## src/rtl/program_loader.sv

```systemverilog
// Byte-stream program loader: takes COUNT, N*4 data bytes (MSB first) and an XOR checksum,
// writes the assembled words into instruction RAM and releases the CPU on success.
module program_loader #(
  parameter int unsigned       DEPTH     = 16,
  parameter int unsigned       ADDR_W    = 16,
  parameter logic [ADDR_W-1:0] BASE_ADDR = '0
) (
  input  logic              clk,
  input  logic              rst,
  input  logic              start,
  input  logic              byte_valid,
  input  logic [7:0]        byte_data,
  output logic              byte_ready,
  output logic              mem_sel,
  output logic              mem_we,
  output logic [ADDR_W-1:0] mem_addr,
  output logic [31:0]       mem_wdata,
  output logic              cpu_hold,
  output logic              load_done,
  output logic              load_error
);

  // Wide enough to hold the word count DEPTH itself, not just DEPTH-1.
  localparam int unsigned IdxW = $clog2(DEPTH + 1);

  typedef enum logic [2:0] {
    StIdle,
    StCount,
    StAssemble,
    StWrite,
    StCheck,
    StDone,
    StError
  } state_e;

  state_e            state_q;
  logic [IdxW-1:0]   idx_q;
  logic [IdxW-1:0]   n_q;
  logic [1:0]        bcnt_q;
  logic [7:0]        csum_q;
  logic [23:0]       word_q;
  logic              mem_sel_q;
  logic              mem_we_q;
  logic [ADDR_W-1:0] mem_addr_q;
  logic [31:0]       mem_wdata_q;
  logic              cpu_hold_q;
  logic              load_done_q;
  logic              load_error_q;

  logic            xfer;
  logic            count_ok;
  logic [IdxW-1:0] idx_inc;

  assign xfer     = byte_valid && byte_ready;
  assign count_ok = (byte_data != 8'd0) && (32'(byte_data) <= DEPTH);
  assign idx_inc  = idx_q + IdxW'(1);

  // Ready depends on the state register only, never on byte_valid.
  always_comb begin
    byte_ready = 1'b0;
    unique case (state_q)
      StCount, StAssemble, StCheck: byte_ready = 1'b1;
      default:                      byte_ready = 1'b0;
    endcase
  end

  // Session FSM; outputs are registered alongside each state transition.
  always_ff @(posedge clk) begin
    if (!rst) begin
      state_q      <= StIdle;
      idx_q        <= '0;
      n_q          <= '0;
      bcnt_q       <= '0;
      csum_q       <= '0;
      word_q       <= '0;
      mem_sel_q    <= 1'b0;
      mem_we_q     <= 1'b0;
      mem_addr_q   <= '0;
      mem_wdata_q  <= '0;
      cpu_hold_q   <= 1'b1;
      load_done_q  <= 1'b0;
      load_error_q <= 1'b0;
    end else begin
      case (state_q)
        StIdle, StDone, StError: begin
          if (start) begin
            state_q      <= StCount;
            idx_q        <= '0;
            bcnt_q       <= '0;
            csum_q       <= '0;
            mem_sel_q    <= 1'b1;
            cpu_hold_q   <= 1'b1;
            load_done_q  <= 1'b0;
            load_error_q <= 1'b0;
          end
        end
        StCount: begin
          if (xfer) begin
            if (count_ok) begin
              n_q     <= IdxW'(byte_data);
              bcnt_q  <= '0;
              state_q <= StAssemble;
            end else begin
              mem_sel_q    <= 1'b0;
              load_error_q <= 1'b1;
              state_q      <= StError;
            end
          end
        end
        StAssemble: begin
          if (xfer) begin
            word_q <= {word_q[15:0], byte_data};
            csum_q <= csum_q ^ byte_data;
            bcnt_q <= bcnt_q + 2'd1;
            if (bcnt_q == 2'd3) begin
              mem_we_q    <= 1'b1;
              mem_addr_q  <= BASE_ADDR + ADDR_W'(idx_q);
              mem_wdata_q <= {word_q, byte_data};
              state_q     <= StWrite;
            end
          end
        end
        StWrite: begin
          mem_we_q <= 1'b0;
          idx_q    <= idx_inc;
          bcnt_q   <= '0;
          state_q  <= (idx_inc == n_q) ? StCheck : StAssemble;
        end
        StCheck: begin
          if (xfer) begin
            mem_sel_q <= 1'b0;
            if (byte_data == csum_q) begin
              load_done_q <= 1'b1;
              cpu_hold_q  <= 1'b0;
              state_q     <= StDone;
            end else begin
              load_error_q <= 1'b1;
              state_q      <= StError;
            end
          end
        end
        default: state_q <= StIdle;
      endcase
    end
  end

  assign mem_sel    = mem_sel_q;
  assign mem_we     = mem_we_q;
  assign mem_addr   = mem_addr_q;
  assign mem_wdata  = mem_wdata_q;
  assign cpu_hold   = cpu_hold_q;
  assign load_done  = load_done_q;
  assign load_error = load_error_q;

endmodule

```

## config.mk

```make
export PLATFORM = sky130hd
export DESIGN_NAME = program_loader
export DESIGN_NICKNAME = d
export VERILOG_FILES = /design/src/rtl/program_loader.sv
export SDC_FILE = /design/constraint.sdc
export NUM_CORES = 1
export LEC_CHECK = 0
export CAP_MARGIN = 25
export CORE_ASPECT_RATIO = 1.5
export CORE_MARGIN = 2
export CORE_UTILIZATION = 29
export DETAILED_ROUTE_END_ITERATION = 16
export DONT_BUFFER_PORTS = 1
export HOLD_SLACK_MARGIN = 0.05
export PLACE_DENSITY = 0.52
export SLEW_MARGIN = 20
export SYNTH_ARGS = -nofsm -noshare
export SYNTH_HDL_FRONTEND = slang
export SYNTH_SLANG_ARGS = --single-unit
```

## constraint.sdc

```tcl
create_clock -name clk -period 2.5 [get_ports clk]
set_clock_uncertainty 0.1 [all_clocks]
set_input_delay 0.75 -clock clk [delete_from_list [all_inputs] [get_ports clk]]
set_output_delay 0.75 -clock clk [all_outputs]
set_load 0.01 [all_outputs]
```

After elaboration in Yosys (flattened, before gate mapping)

Cells that the tools add are included.

Logic and storage cells: 98
Output and inout port bits: 54
Register bits: 89
Bits of input ports: 12

Equal/unequal tests: 18
Bitwise operators: 1
Magnitude comparators: 1
Multiplexer cells: 40
Reduce and logical (&&, ||, !) cells: 23
$add $sub $neg: 2

Operators by type and width:

| kind                                                                  | count |
|---|---|
| 3-bit two-way mux                                                     | 7 |
| 2-bit != test, second input constant                                  | 9 |
| 1-bit two-way mux                                                     | 16 |
| 8-bit two-way mux                                                     | 2 |
| 8-bit case mux with 2 select lines                                    | 1 |
| 3-bit case mux with 5 select lines                                    | 1 |
| 5-bit AND reduction                                                   | 3 |
| 3-bit AND reduction                                                   | 4 |
| 2-bit two-way mux                                                     | 5 |
| 5-bit case mux with 2 select lines                                    | 1 |
| 3-bit == test, second input constant                                  | 3 |
| 8-bit == test                                                         | 1 |
| 8-bit by 5-bit <= comparator with 1-bit output, second input constant | 1 |
| 2-bit case mux with 4 select lines                                    | 1 |
| 2-bit nonzero test                                                    | 4 |
| 8-bit nonzero test                                                    | 1 |
| 8-bit XOR                                                             | 1 |
| 3-bit by 2-bit == test with 1-bit output, second input constant       | 2 |
| 1-bit case mux with 2 select lines                                    | 3 |
| 1-bit case mux with 3 select lines                                    | 2 |
| 6-bit AND reduction                                                   | 1 |
| 3-bit OR reduction                                                    | 2 |
| 5-bit by 1-bit adder with 5-bit output, second input constant         | 1 |
| 5-bit == test                                                         | 1 |
| 10 further kinds                                                      | 12 |

Longest topological paths before layout

Gate-level depths: netlist of run 1.

Depth after elaboration: 6
Depth in mapped cells: 8
Depth with buffers taken out: 6

Worst setup path before layout of run 1

OpenSTA, ideal clock, no wires.

Path type: input-to-reg
Start point: input byte_data[4]
End point: register load_error_q, in the netlist load_error
Path buffers: 1
Slack: 0.374 ns
Required time: 2.283 ns
Cell stages on the path: 6
Library setup time: 0.117 ns
Arrival: 1.908 ns
Cell sequence: clkbuf_1 -> xor2_1 -> nor4_1 -> nand4b_1 -> and3_1 -> a32o_1

Word-level cells in the longest chain between the ends: 4
Elaborated cells on any way between the ends: 7
Those cells by class: order compare: 1; eq/ne: 3; reduce/logical: 3

Ends and longest elaborated chain:

| item                                                                                 | RTL line | source |
|---|---|---|
| start, declared                                                                      | 12       | `input logic [7:0] byte_data,` |
| 8-bit by 5-bit <= comparator with 1-bit output or 8-bit nonzero test (tied branches) | 55       | `assign count_ok = (byte_data != 8'd0) && (32'(byte_data) <= DEPTH);` |
| 1-bit logical AND                                                                    | 55       |  |
| 2-bit != test (no line)                                                              | -        |  |
| 6-bit AND reduction (no line) (*)                                                    | -        |  |
| end signal, assigned                                                                 | 82       | `load_error_q <= 1'b0;` |
| end signal, assigned                                                                 | 94       | `load_error_q <= 1'b0;` |
| end signal, assigned                                                                 | 105      | `load_error_q <= 1'b1;` |
| end, declared                                                                        | 48       | `logic load_error_q;` |

Mark *: on every way between the ends. The rest lies on a longest branch, timed or not.
A chain may end at the register's enable or synchronous reset.

Worst setup path after layout of run 1

Start point: register state_q[1]
End point: output byte_ready

Word-level cells in the longest chain between the ends: 3
Elaborated cells on any way between the ends: 5
Those cells by class: eq/ne: 3; mux: 1; reduce/logical: 1

Ends and longest elaborated chain:

| item                                  | RTL line | source |
|---|---|---|
| start, declared                       | 36       | `state_e state_q;` |
| start signal, assigned                | 70       | `state_q <= StIdle;` |
| start signal, assigned                | 87       | `state_q <= StCount;` |
| start signal, assigned                | 102      | `state_q <= StAssemble;` |
| 3-bit == test (tied with other cells) | 61       | `unique case (state_q)` |
| 3-bit OR reduction (*)                | 61       |  |
| 1-bit two-way mux (*)                 | 61       |  |
| end, declared                         | 13       | `output logic byte_ready,` |

Marked as above.

==> results of run 1 <==
[per-stage QoR]
stage                     hold slack [ns]  util (%)  cells
after CTS                           0.353      33.0    639
after detailed placement            0.348      30.4    623
after floorplan                     0.331         -    492
after global placement              0.345      30.4    623
after global routing                0.382      33.1    639
final                               0.353      33.1    639
[cell families after synthesis]
group                      count (synthesis)  share of synthesized area (%)
DFF                                       89                           45.4
other                                      1                         0.0956
and+or+nand+nor                          197                           22.0
xor gates and xnor gates                  19                           4.24
buffers and inverters                     48                           6.09
AOI/OAI and AO/OA                        119                           19.6
muxes                                      7                           1.82
adders and majority gates                  2                          0.638
[power by group through the flow]
stage               clock [W]  sequential, W  combinational [W]
floorplan                   0        0.00156           0.000718
global placement            0        0.00165           0.000821
detailed placement          0        0.00165           0.000822
CTS                   0.00162        0.00162           0.000824
global route          0.00168        0.00164           0.000913
finish                0.00158        0.00162           0.000816
[synth_stat cells, types with 2 or more instances]
cell	instances
a21oi_1	48
nor4b_1	7
clkbuf_1	18
o21a_1	2
nand3_1	5
inv_2	3
ha_1	2
a21boi_1	23
nor3_1	5
xor2_1	11
o21ai_1	9
nand2_1	144
a31oi_1	4
nand2b_1	2
nor2_1	19
o21ai_0	11
buf_4	11
a31o_1	11
buf_2	13
and3_1	2
dfxtp_1	89
xnor2_1	8
mux2i_1	6
and2_1	2
inv_1	2
[cell type report]
cell class,count,area [um2],area share (%)
well taps,162,203,4.60
repair buffers,12,115,2.61
multi-input cells,355,1940,44.0
clock buffers,9,225,5.11
inverters,5,18.8,0.426
flip-flops and latches,89,1780,40.4
clock inverters,7,126,2.87
[flip-flops by register name, summed over array words and instances (netlist names)]
signal / cells
mem_wdata: 32
bcnt_q: 2
idx_q: 5
load_done: 1
mem_we: 1
mem_sel: 1
n_q: 5
mem_addr: 5
state_q: 3
cpu_hold: 1
word_q: 24
load_error: 1
csum_q: 8
[metal layers]
metal  track usage, %  vias to the layer above  share of wire, %
met5                0                        -                 0
met3             4.26                       11               5.1
met1             14.9                     1481                40
li1                 -                     1596                 -
met4             6.30                        0               2.1
met2             25.0                       67                53
[repair_timing]
item / 4_1_cts / 5_1_grt
hold buffers: 0 / 0
setup endpoints to repair: 0 / 1
hold endpoints to repair: 0 / 0
gates resized for setup: 0 / 1
[path summary, 6_finish.rpt]
kind              cells past startpoint  slack [ns]                         end
setup / recovery                      3        0.26                  byte_ready
hold / removal                        2        0.35  mem_wdata[31]$_SDFFE_PN0P_
setup reg to reg                      6        0.55  mem_wdata[28]$_SDFFE_PN0P_
hold reg to reg                       2        0.35  mem_wdata[31]$_SDFFE_PN0P_
[worst max-delay path, stage by stage (launching register included)]
cell and delay, ns:
dfxtp_1 0.58, xor2_1 0.22, nand2_1 0.12, nand2_1 0.13
==> flow_summary.toml, run 1 <==
[clocking]
clk_path_buf_depth = 2
cts_max_level = 3
root_buffer = "clkbuf_16"
cts_tree = "built"
insertion_delay_ns = 0.34
cts_setup_buffers = 0
cts_buffers = 9
cts_sinks = 89
path_clk_slew_ns = 0.07

[power_and_ir_drop]
p_total_w = 0.00401
sequentialPowerShare_pct = 40.3
p_int_w = 0.00280
p_clk_share_pct = 39.3
leakage_nw = 1.55
swShare_pct = 30.2
ir_drop_mv = 0.401
p_switching_w = 0.00121
combPwrFrac_pct = 20.3
powerDensity_nw_per_um2 = 910

[floorplanning]
ios = 66
rows = 52
die_h_um = 146
fp.dieW_um = 98.9
core-area_um2 = 13300
die_area_um2 = 14500
initial_utilization_pct = 29.4

[global_route]
grt_max_degree = 53
grtUsageTotal_pct = 14.0
grt_overflow = 0
grt_pass1_wl_um = 16000
grt_pass1_vias = 3095
antenna_found_initial = 0

[placed_design]
routabilityCongestion = 0.786
postPlaceCellArea_um2 = 4060
place_ws_ns = 0.267
dp_hpwl_um = 7020
io_buffers = 0

[sta]
final.period_utilization_pct = 89.6
rsz0062_at_grt = "false"
fin_setup_tns_ns = 0
setup_slack_ns = 0.261
layout_min_cycle_time_ns = 2.24
clock.fmax_mhz = 447
hold_viol = 0
maxSlewViolCount = 0
setup_viol = 0

[yosys]
yosys_warnings = 0
synth_cells = 482
seq_area_frac_synth_pct = 45.4
synth_edf_count = 0
ys_ff_latch = 89
ys_types = 50
synth_largest_area_cell = "dfxtp_1"
synthDominantCellAreaShare_pct = 45.4
synthFlopType = "dfxtp_1"
ys_async_sr_fraction_pct = 0
syn_area_um2 = 3920
netlist_top_cells_area = "dfxtp_1 (45%), nand2_1 (14%), a21oi_1 (6.1%)"
avgSynthCellArea_um2 = 8.14

[routing]
num_vias = 3155
via_per_inst = 4.94
wl_um = 9860
antenna_left = 0
drt_first_pass_iters = 5
drcViolationCount = 0
routedWlPerCell_um = 15.4
drt_iter0_markers = 132

[hold_path]
hold_class = "reg -> reg"
hold_path_startpoint = "word_q[23]$_SDFFE_PN0P_"

[final_layout]
final_cell_area_um2 = 4410
nNetsFinal = 486
final_cell_mix = "nand2_1 (144), dfxtp_1 (88), a21oi_1 (48)"
final_common_cell = "nand2_1"
syn_to_final_growth_pct = 12.4
fill_cells = 1412
diodes = 0
drive_gt1_share_pct = 8.18

[worst_setup_path]
worstSetupStartpointType = "flop"
crit_path_end_kind = "output port"
crit-reg2reg-launch = "state_q[1]$_SDFFE_PN0P_"
crit_type = "reg -> out"
cp-startpoint = "state_q[1]$_SDFFE_PN0P_"
required_ns = 1.65
worstPathArrival_ns = 1.39
worstPathMaxFanout = 12

[status]
outcome = "completed"

[run]
max_cap_viol_count = 0
No activity file was read; power rests on OpenSTA's default activity.
==> run 2: changes to the inputs <==
--- a/config.mk
+++ b/config.mk
@@ -9,6 +9,7 @@
 export CORE_ASPECT_RATIO = 1.5
 export CORE_MARGIN = 2
 export CORE_UTILIZATION = 29
+export CTS_CLUSTER_DIAMETER = 60
 export DETAILED_ROUTE_END_ITERATION = 16
 export DONT_BUFFER_PORTS = 1
 export HOLD_SLACK_MARGIN = 0.05
==> results of run 2 <==
No change in the layout: final DEF, timing and power equal those of run 1.
==> run 3: changes to the inputs <==
--- a/config.mk
+++ b/config.mk
@@ -13,6 +13,7 @@
 export DETAILED_ROUTE_END_ITERATION = 16
 export DONT_BUFFER_PORTS = 1
 export HOLD_SLACK_MARGIN = 0.05
+export MAX_ROUTING_LAYER = met4
 export PLACE_DENSITY = 0.52
 export SLEW_MARGIN = 20
 export SYNTH_ARGS = -nofsm -noshare
==> run 3 against run 2 <==
Effect of this change:
- utilization shrank 0.52 points
- sequential share of layout area increased by 0.61 points
- via count decreased by 0.19%
==> flow_summary.toml, run 3 (synthesis results as in run 1) <==
[final_layout]
syn_to_final_growth_pct = 10.7
regArea_um2 = 1780
diodes = 0
final_common_cell = "nand2_1"
drive_gt1_share_pct = 7.76
final_cell_mix = "nand2_1 (144), dfxtp_1 (89), a21oi_1 (48)"
nNetsFinal = 486
multi_input_area_um2 = 1940
fill_cells = 1409
largest_register_ffs = 32

[global_route]
grt_pass1_vias = 3128
antenna_found_initial = 0
grt_max_degree = 53
grt_pass1_wl_um = 16000
grtUsageTotal_pct = 14.3
grt_overflow = 0

[worst_setup_path]
worstSetupStartpointType = "flop"
crit_path_end_kind = "output port"
required_ns = 1.65
crit_type = "reg -> out"
worstPathArrival_ns = 1.54
worstPathMaxFanout = 16

[placed_design]
routabilityCongestion = 0.812
place_ws_ns = 0.250
io_buffers = 0
dp_hpwl_um = 7050

[clocking]
clk_path_buf_depth = 2
hold_buffers = 0
path_clk_slew_ns = 0.07
cts_buffers = 9
cts_sinks = 89
cts_setup_buffers = 0
cts_max_level = 3
insertion_delay_ns = 0.34
cts-resized-gates = 0
cts_tree = "built"
root_buffer = "clkbuf_16"

[routing]
antenna_left = 0
via_per_inst = 4.93
routedWlPerCell_um = 15.6
drt_iter0_markers = 117
num_vias = 3149
drcViolationCount = 0
drt_first_pass_iters = 4
wl_um = 9960

[run]
max_cap_viol_count = 0

[power_and_ir_drop]
powerDensity_nw_per_um2 = 867
leakage_nw = 1.51
ir_drop_mv = 0.302

[floorplanning]
core-area_um2 = 13300
initial_utilization_pct = 29.4
fp.dieW_um = 98.9
rows = 52
die_h_um = 146
ios = 66
die_area_um2 = 14500

[status]
outcome = "completed"

[sta]
rsz0062_at_grt = "false"
setup_slack_ns = 0.110
final.period_utilization_pct = 95.6
maxSlewViolCount = 0
relSlewSlack_pct = 58.9
setup_viol = 0
hold_viol = 0
worstMarginPinSlew_ns = 0.616
fin_setup_tns_ns = 0
clock.fmax_mhz = 418
layout_min_cycle_time_ns = 2.39

[hold_path]
hold_class = "reg -> reg"
[run 3: area by class of cell]
class                      count  area share (%)
timing repair buffer          12            2.36
tap                          162            4.67
clock buffer                  10            5.28
multi-input combinational    355            44.7
sequential                    89            41.0
inverter                       5           0.432
clock inverter                 6            1.56
[run 3: worst max-delay path: stages, from the launching register on]
cell     delay, ns
dfxtp_1       0.71
xor2_1        0.24
nand2_1       0.12
nand2_1       0.13
[run 3: power breakdown]
| part | switching [W] | internal (W) | total [W] | leakage, nW |
|---|---|---|---|---|
| combinational | 0.000501 | 0.000317 | 0.000818 | 0.657 |
| clock | 0.000566 | 0.000778 | 0.00134 | 0.139 |
| sequential | 0.000113 | 0.00149 | 0.00160 | 0.718 |
| total | 0.00118 | 0.00258 | 0.00376 | 1.51 |
[run 3: worst paths after layout]
| path | slack (ns) | from | cells past startpoint | endpoint |
|---|---|---|---|---|
| worst max-delay path | 0.11 | state_q[0]$_SDFFE_PN0P_ | 3 | byte_ready |
| worst min-delay path | 0.35 | word_q[23]$_SDFFE_PN0P_ | 2 | mem_wdata[31]$_SDFFE_PN0P_ |
| worst max register to register | 0.50 | state_q[0]$_SDFFE_PN0P_ | 5 | load_error$_SDFFE_PN0P_ |
| worst min register to register | 0.35 | word_q[23]$_SDFFE_PN0P_ | 2 | mem_wdata[31]$_SDFFE_PN0P_ |
[run 3: metrics by stage]
step | std cells | hold slack (ns) | total power (W) | util (%) | instance area [um2]
after global placement | 623 | 0.344 | 0.00247 | 30.3 | 4040
final | 639 | 0.348 | 0.00376 | 32.5 | 4340
after floorplan | 492 | 0.331 | 0.00228 | - | 3960
after global routing | 639 | 0.379 | 0.00397 | 32.5 | 4340
after detailed placement | 623 | 0.346 | 0.00246 | 30.3 | 4040
after CTS | 639 | 0.353 | 0.00382 | 32.5 | 4340
[run 3: routing by layer]
metal | routed length [um] | GRT usage [%]
met4 | 143 | 4.93
met5 | 0 | -
met2 | 5380 | 25.2
met3 | 464 | 4.07
met1 | 3970 | 15.1
